## config.mk

```make
export PLATFORM = sky130hd
export DESIGN_NAME = sdram_arb
export DESIGN_NICKNAME = d
export VERILOG_FILES = /design/src/rtl/SDRAMPkg.sv /design/src/rtl/RRPick.sv /design/src/rtl/sdram_arb.sv
export SDC_FILE = /design/constraint.sdc
export NUM_CORES = 1
export LEC_CHECK = 0
export BUFFER_PORTS_ARGS = -buffer_cell sky130_fd_sc_hd__buf_2
export CAP_MARGIN = 40
export CELL_PAD_IN_SITES_DETAIL_PLACEMENT = 0
export CELL_PAD_IN_SITES_GLOBAL_PLACEMENT = 1
export CORE_ASPECT_RATIO = 0.6
export CORE_MARGIN = 8
export CORE_UTILIZATION = 42
export DETAILED_ROUTE_END_ITERATION = 12
export PLACE_DENSITY_LB_ADDON = 0.1
export SLEW_MARGIN = 20
export SYNTH_ARGS = -nofsm -noshare
export SYNTH_HDL_FRONTEND = slang
export SYNTH_HIERARCHICAL = 1
export SYNTH_SLANG_ARGS = --single-unit
```

## constraint.sdc

```tcl
create_clock -name clk -period 2.4 [get_ports clk]
set_input_delay 0.12 -clock clk [delete_from_list [all_inputs] [get_ports clk]]
set_output_delay 0.12 -clock clk [all_outputs]
set_load 0.005 [all_outputs]
```

## src/rtl/SDRAMPkg.sv

```systemverilog
// Shared types for the SDRAM front-end arbiter: command encoding and arbiter FSM states.
package SDRAMPkg;

  // Packed as {w, r} so a command drives the controller strobes directly.
  typedef logic [1:0] SDRAMCmd;

  localparam SDRAMCmd CMD_NOP   = 2'b00;
  localparam SDRAMCmd CMD_READ  = 2'b01;
  localparam SDRAMCmd CMD_WRITE = 2'b10;

  typedef enum logic [1:0] {
    IDLE,
    ISSUE,
    WAITB,
    WAITD
  } ArbState;

endpackage

```

## src/rtl/RRPick.sv

```systemverilog
// Combinational round-robin picker: first requester found searching upward from last+1.
module RRPick #(
  parameter int unsigned ports = 2,
  parameter int unsigned IW    = 1
) (
  input  logic [ports-1:0] req,
  input  logic [IW-1:0]    last,
  output logic [IW-1:0]    grant,
  output logic             valid
);

  int unsigned idx;
  logic [IW-1:0] ix;

  always_comb begin
    grant = '0;
    valid = 1'b0;
    idx   = 0;
    ix    = '0;
    for (int unsigned i = 1; i <= ports; i++) begin
      idx = (32'(last) + i) % ports;
      ix  = IW'(idx);
      if (!valid && req[ix]) begin
        valid = 1'b1;
        grant = ix;
      end
    end
  end

endmodule

```

## src/rtl/sdram_arb.sv

```systemverilog
// Round-robin arbiter sharing one SDRAM controller port among several requesters,
// one outstanding transaction at a time.
module sdram_arb
  import SDRAMPkg::*;
#(
  parameter int unsigned ports    = 2,
  parameter int unsigned addrBits = 24,
  parameter int unsigned dataBits = 16
) (
  input  logic                               clk,
  input  logic                               rstn,
  input  logic [ports-1:0]                   req,
  input  logic [ports-1:0]                   we,
  input  logic [ports-1:0][addrBits-1:0]     addr,
  input  logic [ports-1:0][dataBits-1:0]     wdata,
  output logic [ports-1:0]                   ack,
  output logic [ports-1:0]                   rvalid,
  output logic [dataBits-1:0]                rdata,
  output logic [addrBits-1:0]                mAddr,
  output logic                               mR,
  output logic                               mW,
  output logic [dataBits-1:0]                mDw,
  input  logic [dataBits-1:0]                mDr,
  input  logic                               mBusy
);

  localparam int unsigned IW = (ports > 1) ? $clog2(ports) : 1;

  ArbState               state, state_n;
  logic [IW-1:0]         last, g, pick;
  logic                  pick_valid;
  SDRAMCmd               lcmd;
  logic [addrBits-1:0]   laddr;
  logic [dataBits-1:0]   ldata;
  logic                  cool;
  logic                  do_grant, do_issue, do_done;

  RRPick #(
    .ports(ports),
    .IW   (IW)
  ) u_pick (
    .req  (req),
    .last (last),
    .grant(pick),
    .valid(pick_valid)
  );

  // cool holds off a grant for the IDLE cycle right after completion (the rvalid cycle).
  always_comb begin
    state_n  = state;
    do_grant = 1'b0;
    do_issue = 1'b0;
    do_done  = 1'b0;
    unique case (state)
      IDLE: begin
        if (pick_valid && !mBusy && !cool) begin
          do_grant = 1'b1;
          state_n  = ISSUE;
        end
      end
      ISSUE: begin
        do_issue = 1'b1;
        state_n  = WAITB;
      end
      WAITB: begin
        if (mBusy) state_n = WAITD;
      end
      WAITD: begin
        if (!mBusy) begin
          do_done = 1'b1;
          state_n = IDLE;
        end
      end
      default: state_n = IDLE;
    endcase
  end

  always_ff @(posedge clk or negedge rstn) begin
    if (!rstn) begin
      state    <= IDLE;
      last     <= IW'(ports - 1);
      g        <= '0;
      lcmd     <= CMD_NOP;
      laddr    <= '0;
      ldata    <= '0;
      cool     <= 1'b0;
      ack      <= '0;
      rvalid   <= '0;
      {mW, mR} <= CMD_NOP;
      mAddr    <= '0;
      mDw      <= '0;
      rdata    <= '0;
    end else begin
      state    <= state_n;
      ack      <= '0;
      rvalid   <= '0;
      {mW, mR} <= CMD_NOP;
      cool     <= do_done;
      if (do_grant) begin
        g     <= pick;
        last  <= pick;
        lcmd  <= we[pick] ? CMD_WRITE : CMD_READ;
        laddr <= addr[pick];
        ldata <= wdata[pick];
      end
      if (do_issue) begin
        ack[g]   <= 1'b1;
        {mW, mR} <= lcmd;
        mAddr    <= laddr;
        mDw      <= ldata;
      end
      if (do_done && lcmd == CMD_READ) begin
        rdata     <= mDr;
        rvalid[g] <= 1'b1;
      end
    end
  end

endmodule

```

# Yosys cells after proc, flatten, opt, wreduce, memory -nomap -nowiden
# Index checks and enable logic that the tools add are counted.
# totals
inputBits,103
output_inout_bits,62
reg_bits,109
# classes
magnitude_cmp,5
n_reduce_logical,10
mux,30
add_sub_neg,2
n_eq_ne,7
# ops
cell,count
$mux 24,2
$mux 16,2
$mux 1,18
$mux 2,6
$lt 1x2->1 const B,4
$pmux 2 s4,1
$ne 2x2->1 const B,3
$logic_and 1x1->1,5
$eq 2x1->1 const B,2
$eq 2x2->1 const B,2
$logic_not 1->1,3
$reduce_and 3->1,1
$add 1x1->1 const B,2
$logic_not 2->1,1
$demux 1 s1,1
$ge 1x1->1 const B,1

# Depth between registers and ports, before layout
# Gate-level depths: netlist (run 1).
# depth
depth_word,11
depth_mapped,7

# Cells and area by module
# The synthesis (run 1) kept the hierarchy.
# modules_own_cells
module,cells_each,area_each_um2,n_inst
sdram_arb,343,4551.9,1
RRPick,2,13.8,1

# Worst setup path before layout (run 1)
# Ideal clock, no wire load.
# synth_path
path_kind,reg-to-reg
startpoint,reg state[0]
endpoint,reg rdata[10]
setup_slack_ns,0.787
path_buffers,2
t_required_ns,2.275
arrival_ns,1.488
setup_ns,0.125
stages_incl_launch_ff,7
cell_sequence,dfrtp_1 > ha_1 > nor2b_2 > nor3b_2 > buf_6 > buf_12 > mux2_4
# synth_via
elab_chain_len,3
# synth_lines
item,line_no,text
from (decl),sdram_arb.sv:29,"ArbState state, state_n;"
from (signal assigned),sdram_arb.sv:94,state <= state_n;
$eq 2x2->1,sdram_arb.sv:54,unique case (state)
$mux 1,sdram_arb.sv:54,
net do_done,sdram_arb.sv:36,"logic do_grant, do_issue, do_done;"
$logic_and 1x1->1,sdram_arb.sv:112,if (do_done && lcmd == CMD_READ) begin
to (signal assigned),sdram_arb.sv:113,rdata <= mDr;
to (decl),sdram_arb.sv:18,"output logic [dataBits-1:0] rdata,"
# The timed path passes the listed nets, and every way through them passes these cells.
# A chain may end at the register's enable or synchronous reset.

# Worst setup path after layout (run 1)
# layout_path
startpoint,reg state[0]
endpoint,reg laddr[0]
# layout_via
elab_chain_len,2
# layout_lines
item,line_no,text
$logic_not 2->1,sdram_arb.sv:54,
$mux 1,sdram_arb.sv:54,
to (signal assigned),sdram_arb.sv:103,laddr <= addr[pick];
to (decl),sdram_arb.sv:33,logic [addrBits-1:0] laddr;
# No other way between the ends.

==> metrics.csv, run 1 <==
metric,value,unit
clockPowerShare,21.4,%
hold_buffers,13,
swShare,30.71,%
pwr-share-comb,33.9,%
synthCells,345,
overflow,0,
cts_tree,built,
p_seq_share,44.7,%
syn_to_final_growth,30.56,%
placed_area,5512,um2
maxSlewViolCount,0,
dieArea,14570,um2
hold_viol,0,
slowest_stage,and4bb_4,
syn_avg_cell_area,13.23,um2
setup_viol,0,
timing.slew.headroom,55.04,%
finalInstanceArea,5961,um2
layout_common_cells,"buf_2 (163), dfrtp_1 (108), mux2_2 (49), mux2i_1 (42)",
crit_path_start_kind,flip-flop,
hold_path_class,in2reg,
ys_warn_count,6,
min_period_over_period,76.30,%
fin_tns_setup,0,ps
cp_cell_sequence,inv_1 > ha_1 > and4bb_4 > buf_4 > nor2_1 > a21oi_1,
drive_gt1_share,48.29,%
cts_sinks,109,
num_vias,3100,
synth_area,4566,um2
synth_seq_cells,109,
clockBufferDepth,2,
core-area,10600,um2
max_slew.worst_pin.slew,674.4,ps
wl,10.29,mm
io_pins,165,
finClkSkew,5.287,ps
grt_pass1_wl,17.04,mm
die_w,150.6,um
htree_levels,3,
final_common_cell,buf_2,
ant_nets,0,
grt_usage,14.44,%
endpoint_kind,flip-flop,
cp_max_fo,31,
cts-root-buf,clkbuf_16,
power_switching,2.185,mW
postCtsSetupRepairBufs,0,
grt_setup_unrepaired,false,
die_h,96.76,um
antennaDiodeCount,0,
numCtsBuffers,9,
max_cap_viol_count,0,
post-dp-hpwl,7.538,mm
clock_latency,340,ps
clkTransAtPathRegs,70,ps
internal-power,4.929,mW
ys_types,27,
crit_type,reg2reg,
r2r_setup_slack,570,ps
wire_per_inst,15.47,um
slowest_delay,510,ps
timing.final.crit_period,1831,ps
ir_drop,492.2,uV
port_buffers,164,
whs,17.12,ps
yosysSeqAreaShare,59.77,%
drc_errors,0,
crit_required,2660,ps
antenna_found_initial,0,
arrival,2090,ps
grt_max_degree,52,
drtIter0Drc,92,
outcome,completed,
p_per_area,1193,nW/um2
gp_congestion,0.6769,
cts_resized,0,
fin_nets,628,
grt_pass1_vias,3419,
row_count,29,
initial_core_util,43.09,%
fmax,546.1,MHz
synth.net_count,452,
p_leak,2.846,nW
vias_per_cell,4.662,
dr.pass1.iters,4,
## area by class of cell
cell class                 instances  area (um2)
clock buffer                      10       239.0
fill                             949        4634
tap                              139       173.9
timing repair buffer             187        1056
inverter                           6       22.52
clock inverter                     6       70.07
multi-input combinational        208        1670
sequential                       109        2729
## logic make-up (layout without fill, tap and decap cells)
kind of cell | Yosys count | in the layout | share of synthesized area (%)
multiplexers | 99 | 99 | 23.92
AND/OR/NAND/NOR | 58 | 58 | 5.920
buffers and inverters | 28 | 209 | 4.028
flip-flops | 109 | 109 | 59.77
AO/OA/AOI/OAI | 47 | 47 | 5.262
adder cells (fa/ha/maj) | 4 | 4 | 1.096
## stage by stage
step | setup slack [ps] | std cells | utilization, % | power (mW)
after floorplan | 787.4 | 345 | - | 4.683
after global placement | 632.9 | 635 | 52.02 | 5.588
after detailed placement | 550.9 | 635 | 52.02 | 5.677
after CTS | 528.7 | 664 | 56.16 | 7.240
after global routing | 364.4 | 665 | 56.26 | 7.654
final | 568.9 | 665 | 56.26 | 7.114
## metal layers
| metal | track usage, % | vias up | share of wire [%] |
|---|---|---|---|
| li1 | - | 1539 | - |
| met1 | 18.96 | 1462 | 47 |
| met2 | 22.11 | 89 | 44 |
| met3 | 5.302 | 10 | 7.7 |
| met4 | 3.634 | 0 | 0.97 |
| met5 | 0 | - | 0 |
## worst paths after layout
kind	startpoint	to	cells after the start
setup / recovery	state[0]	laddr[0]	6
hold / removal	mDr[3]	rdata[3]	2
setup reg to reg	state[0]	laddr[0]	6
hold reg to reg	g	ack[0]	1
max in group asynchronous	rstn	last	3
min in group asynchronous	rstn	rdata[0]	2
## Yosys cell counts
cell / instances / area (um2)
dfrtp_1: 108 / 2703
nor2_1: 41 / 153.9
dfstp_2: 1 / 26.28
mux2i_1: 42 / 420.4
nor3b_2: 1 / 12.51
nand2_1: 3 / 11.26
and2_2: 2 / 15.01
inv_1: 6 / 22.52
nor2b_1: 1 / 6.260
buf_6: 6 / 67.56
or2_1: 1 / 6.260
a21boi_0: 1 / 7.510
nor4b_1: 1 / 8.760
ha_1: 4 / 50.05
buf_12: 1 / 20.02
mux2_2: 49 / 551.8
and2_1: 3 / 18.77
nor2b_2: 1 / 8.760
o21a_1: 1 / 7.510
nand4_1: 1 / 6.260
clkbuf_1: 1 / 3.750
nand3_1: 2 / 10.01
and4bb_1: 1 / 12.51
a21oi_1: 41 / 205.2
buf_2: 14 / 70.07
o21ai_0: 4 / 20.02
mux2_4: 8 / 120.1
## power groups by stage
stage | registers, mW | logic [mW] | clock network (mW)
2_1_floorplan | 3.17 | 1.51 | 0
6_report | 3.18 | 2.41 | 1.52
5_1_grt | 3.31 | 2.70 | 1.64
3_5_place_dp | 3.21 | 2.46 | 0
4_1_cts | 3.19 | 2.48 | 1.56
3_3_place_gp | 3.19 | 2.40 | 0
## worst max-delay path: cells and delay by family (launching register included)
| family | cells | cell delay (ps) |
|---|---|---|
| AOI/OAI and AO/OA | 1 | 140 |
| adders and majority gates | 1 | 200 |
| buffers and inverters | 2 | 400 |
| and+or+nand+nor | 2 | 570 |
| DFF | 1 | 430 |
## flip-flops by register name (all words and copies together) (netlist names), 2 cells and up
signal  cells
mAddr      24
ldata      16
mDw        16
rvalid      2
rdata      16
laddr      24
state       2
lcmd        2
ack         2
No activity file was read; power rests on OpenSTA's default activity.
==> run 2: changes to the inputs <==
Settings changed: ABC_AREA from default to 1, CORE_UTILIZATION 42 to 33.
Clock period 2.4 ns to 1.55 ns, I/O delays scaled along.
==> run 2 against run 1 <==
- sequential share of layout area shrank 3.6 points
- non-clock buffer count is 15 higher
- global-route usage hardly changed
- maximum frequency is 30% higher
- critical path type unchanged
- synthesized cell count increased by 72%
- register-to-register slack worse by 430 ps
- first-iteration DRC count grew to 3.1 times the previous value
- synthesized area up 7.2%
- sequential power up 47%
- clock power increased by 53%
- combinational power up 66%
- design area grew 8.6%
==> metrics.csv, run 2 <==
metric,value,unit,change
outcome,completed,,
numCtsBuffers,9,,unchanged
crit_path_start_kind,flip-flop,,
syn_to_final_growth,32.27,%,
postCtsSetupRepairBufs,0,,unchanged
timing.final.ws_setup,139.9,ps,-428.9 ps
wire_per_inst,13.71,um,-11%
cts_sinks,109,,unchanged
syn_avg_cell_area,8.266,um2,-38%
synth_top_family_by_area,simple AND/OR/NAND/NOR gates,,
fin_tns_setup,0,ps,unchanged
dp_slack,58.41,ps,-492.5 ps
cp_max_fo,34,,+9.7%
row_count,34,,+17%
fin_nets,879,,+40%
synth-edff-count,0,,unchanged
gp_congestion,0.7871,,+16%
clkTransAtPathRegs,70,ps,about the same
timing.slew.headroom,64.90,%,+9.9 points
crit_type,reg2reg,,
dr.pass1.iters,4,,unchanged
whs_path_depth,5,,+3
p_leak,3.707,nW,+30%
p_per_area,1699,nW/um2,+42%
wl,13.37,mm,+30%
synthCells,592,,+72%
grt_setup_unrepaired,false,,
reg_top3,"laddr: 24 flops, mAddr: 24 flops",,
dieArea,19110,um2,+31%
synthAdderAreaFrac,1.023,%,-0.073 points
synth_mux_area_share,0,%,-24 points
grt_pass1_wl,22.25,mm,+31%
synth.top_cell.area_share,55.23,%,-4.0 points
crit_required,1780,ps,-880 ps
num_vias,4200,,+35%
synth-simple-area-share,25.75,%,+20 points
slowest_delay,400,ps,-110 ps
grt_max_degree,37,,-29%
final_common_cell,nand2_1,,
clock_latency,350,ps,about the same
core-area,14510,um2,+37%
io_pins,165,,unchanged
synth_common_cells,"nand2_1 (310), dfrtp_1 (108), inv_1 (46), o21ai_0 (30), o21ai_1 (27)",,
cp_cell_sequence,ha_1 > inv_1 > nor2_2 > nand3_4 > buf_12 > nand2_1 > o21ai_2,,
setup_viol,0,,unchanged
overflow,0,,unchanged
die_h,110.3,um,+14%
ys_warn_count,6,,unchanged
initial_core_util,33.73,%,-9.4 points
port_buffers,164,,unchanged
synth_compound_area_share,9.154,%,+3.9 points
r2r_setup_slack,140,ps,-430 ps
maxSlewViolCount,0,,unchanged
clockBufferDepth,2,,unchanged
fillCellCount,1499,,+58%
arrival,1640,ps,-450 ps
die_w,173.2,um,+15%
placed_area,5987,um2,+8.6%
worst-r2r-cell-count,7,,+1
synth_area_leaders,"dfrtp_1 (55%), nand2_1 (24%), inv_1 (3.5%)",,
max_slew.worst_pin.slew,526.6,ps,-147.8 ps
synth_most_common_cell,nand2_1,,
synth_area,4893,um2,+7.2%
antenna_found_initial,0,,unchanged
synth_xor_area_share,0,%,unchanged
cts-root-buf,clkbuf_16,,
htree_levels,3,,unchanged
ys_types,21,,-22%
yosysSeqAreaShare,55.77,%,-4.0 points
ir_drop,560.4,uV,+14%
min_period_over_period,90.97,%,+15 points
async_flop_share,100.0,%,unchanged
fmax,709.2,MHz,+30%
hold_path_class,in2reg,,
ys.flop_type,dfrtp_1,,
timing.final.crit_period,1410,ps,-421.1 ps
layout_common_cells,"nand2_1 (310), buf_2 (163), dfrtp_1 (108), inv_1 (44), o21ai_0 (30)",,
post-dp-hpwl,10.03,mm,+33%
synth_area_leader_cell,dfrtp_1,,
grt_pass1_vias,4420,,+29%
synth_seq_cells,109,,unchanged
slowest_stage,dfrtp_1,,
hold_viol,0,,unchanged
ant_nets,0,,unchanged
max_cap_viol_count,0,,unchanged
cts_tree,built,,
antennaDiodeCount,0,,unchanged
grt_usage,14.40,%,-0.035 points
synth.net_count,699,,+55%
drive_gt1_share,29.09,%,-19 points
vias_per_cell,4.308,,-7.6%
drc_errors,0,,unchanged
drtIter0Drc,286,,+210%
finClkSkew,12.20,ps,+6.908 ps
endpoint_kind,flip-flop,,
finalInstanceArea,6472,um2,+8.6%
[run 2: cell count changes after synthesis, sizes merged, moves of 34 or more]
cell	previous run	this run
a21oi	41	1
inv	6	48
mux2	57	0
mux2i	42	0
nand2	3	310
nor2	41	7
o21ai	4	75
[run 2: layout make-up]
class                      count  area (um2)  area share, %
sequential                   109        2729          42.16
multi-input combinational    402        1769          27.33
tap                          198       247.7          3.828
inverter                      48       180.2          2.784
clock buffer                  12       246.5          3.808
clock inverter                 4       55.05         0.8506
timing repair buffer         202        1245          19.23
[run 2: report_power, final]
part / switching (mW) / internal, mW / leakage, nW
logic: 2.33 / 1.67 / 2.17
clock network: 1.02 / 1.31 / 0.143
registers: 0.610 / 4.06 / 1.39
total: 3.95 / 7.04 / 3.71
[run 2: repair_timing]
action,4_1_cts,5_1_grt
hold buffers,18,0
endpoints found under the setup margin,0,5
resized for setup,0,2
hold endpoints to repair,48,0
[run 2: cell families (layout without fill, tap and decap cells)]
| kind of cell | after synthesis | in the layout |
|---|---|---|
| simple gates | 322 | 322 |
| flops | 109 | 109 |
| buf+inv | 81 | 266 |
| compound gates | 76 | 76 |
| fa+ha+maj | 4 | 4 |
[run 2: critical path, delay by kind of cell, from the launching register on]
kind            cells  cell delay (ps)
simple gates        3              410
flops               1              400
buf+inv             2              240
fa+ha+maj           1              190
compound gates      1               50
[run 2: path summary, 6_finish.rpt]
check	startpoint	endpoint
setup / recovery	state[0]	rdata[0]
hold / removal	wdata[14]	ldata[14]
setup reg to reg	state[0]	rdata[0]
hold reg to reg	ldata[13]	mDw[13]
max in group asynchronous	rstn	laddr[17]
min in group asynchronous	rstn	mDw[13]
[run 2: stage by stage]
stage / total power, mW / hold WS (ps) / utilization [%] / cells
floorplan: 7.021 / -218.1 / - / 592
global placement: 8.644 / 88.39 / 41.27 / 941
detailed placement: 8.779 / 88.83 / 41.27 / 941
CTS: 11.19 / 16.04 / 44.59 / 975
global route: 11.97 / 45.29 / 44.62 / 975
finish: 10.99 / 26.55 / 44.62 / 975
[run 2: routing by layer]
layer / up-vias / share of wire, % / track usage [%]
li1: 2149 / - / -
met1: 1942 / 50 / 19.50
met4: 0 / 0.93 / 3.858
met3: 8 / 4.8 / 3.980
met2: 101 / 44 / 22.62
met5: - / 0 / 0
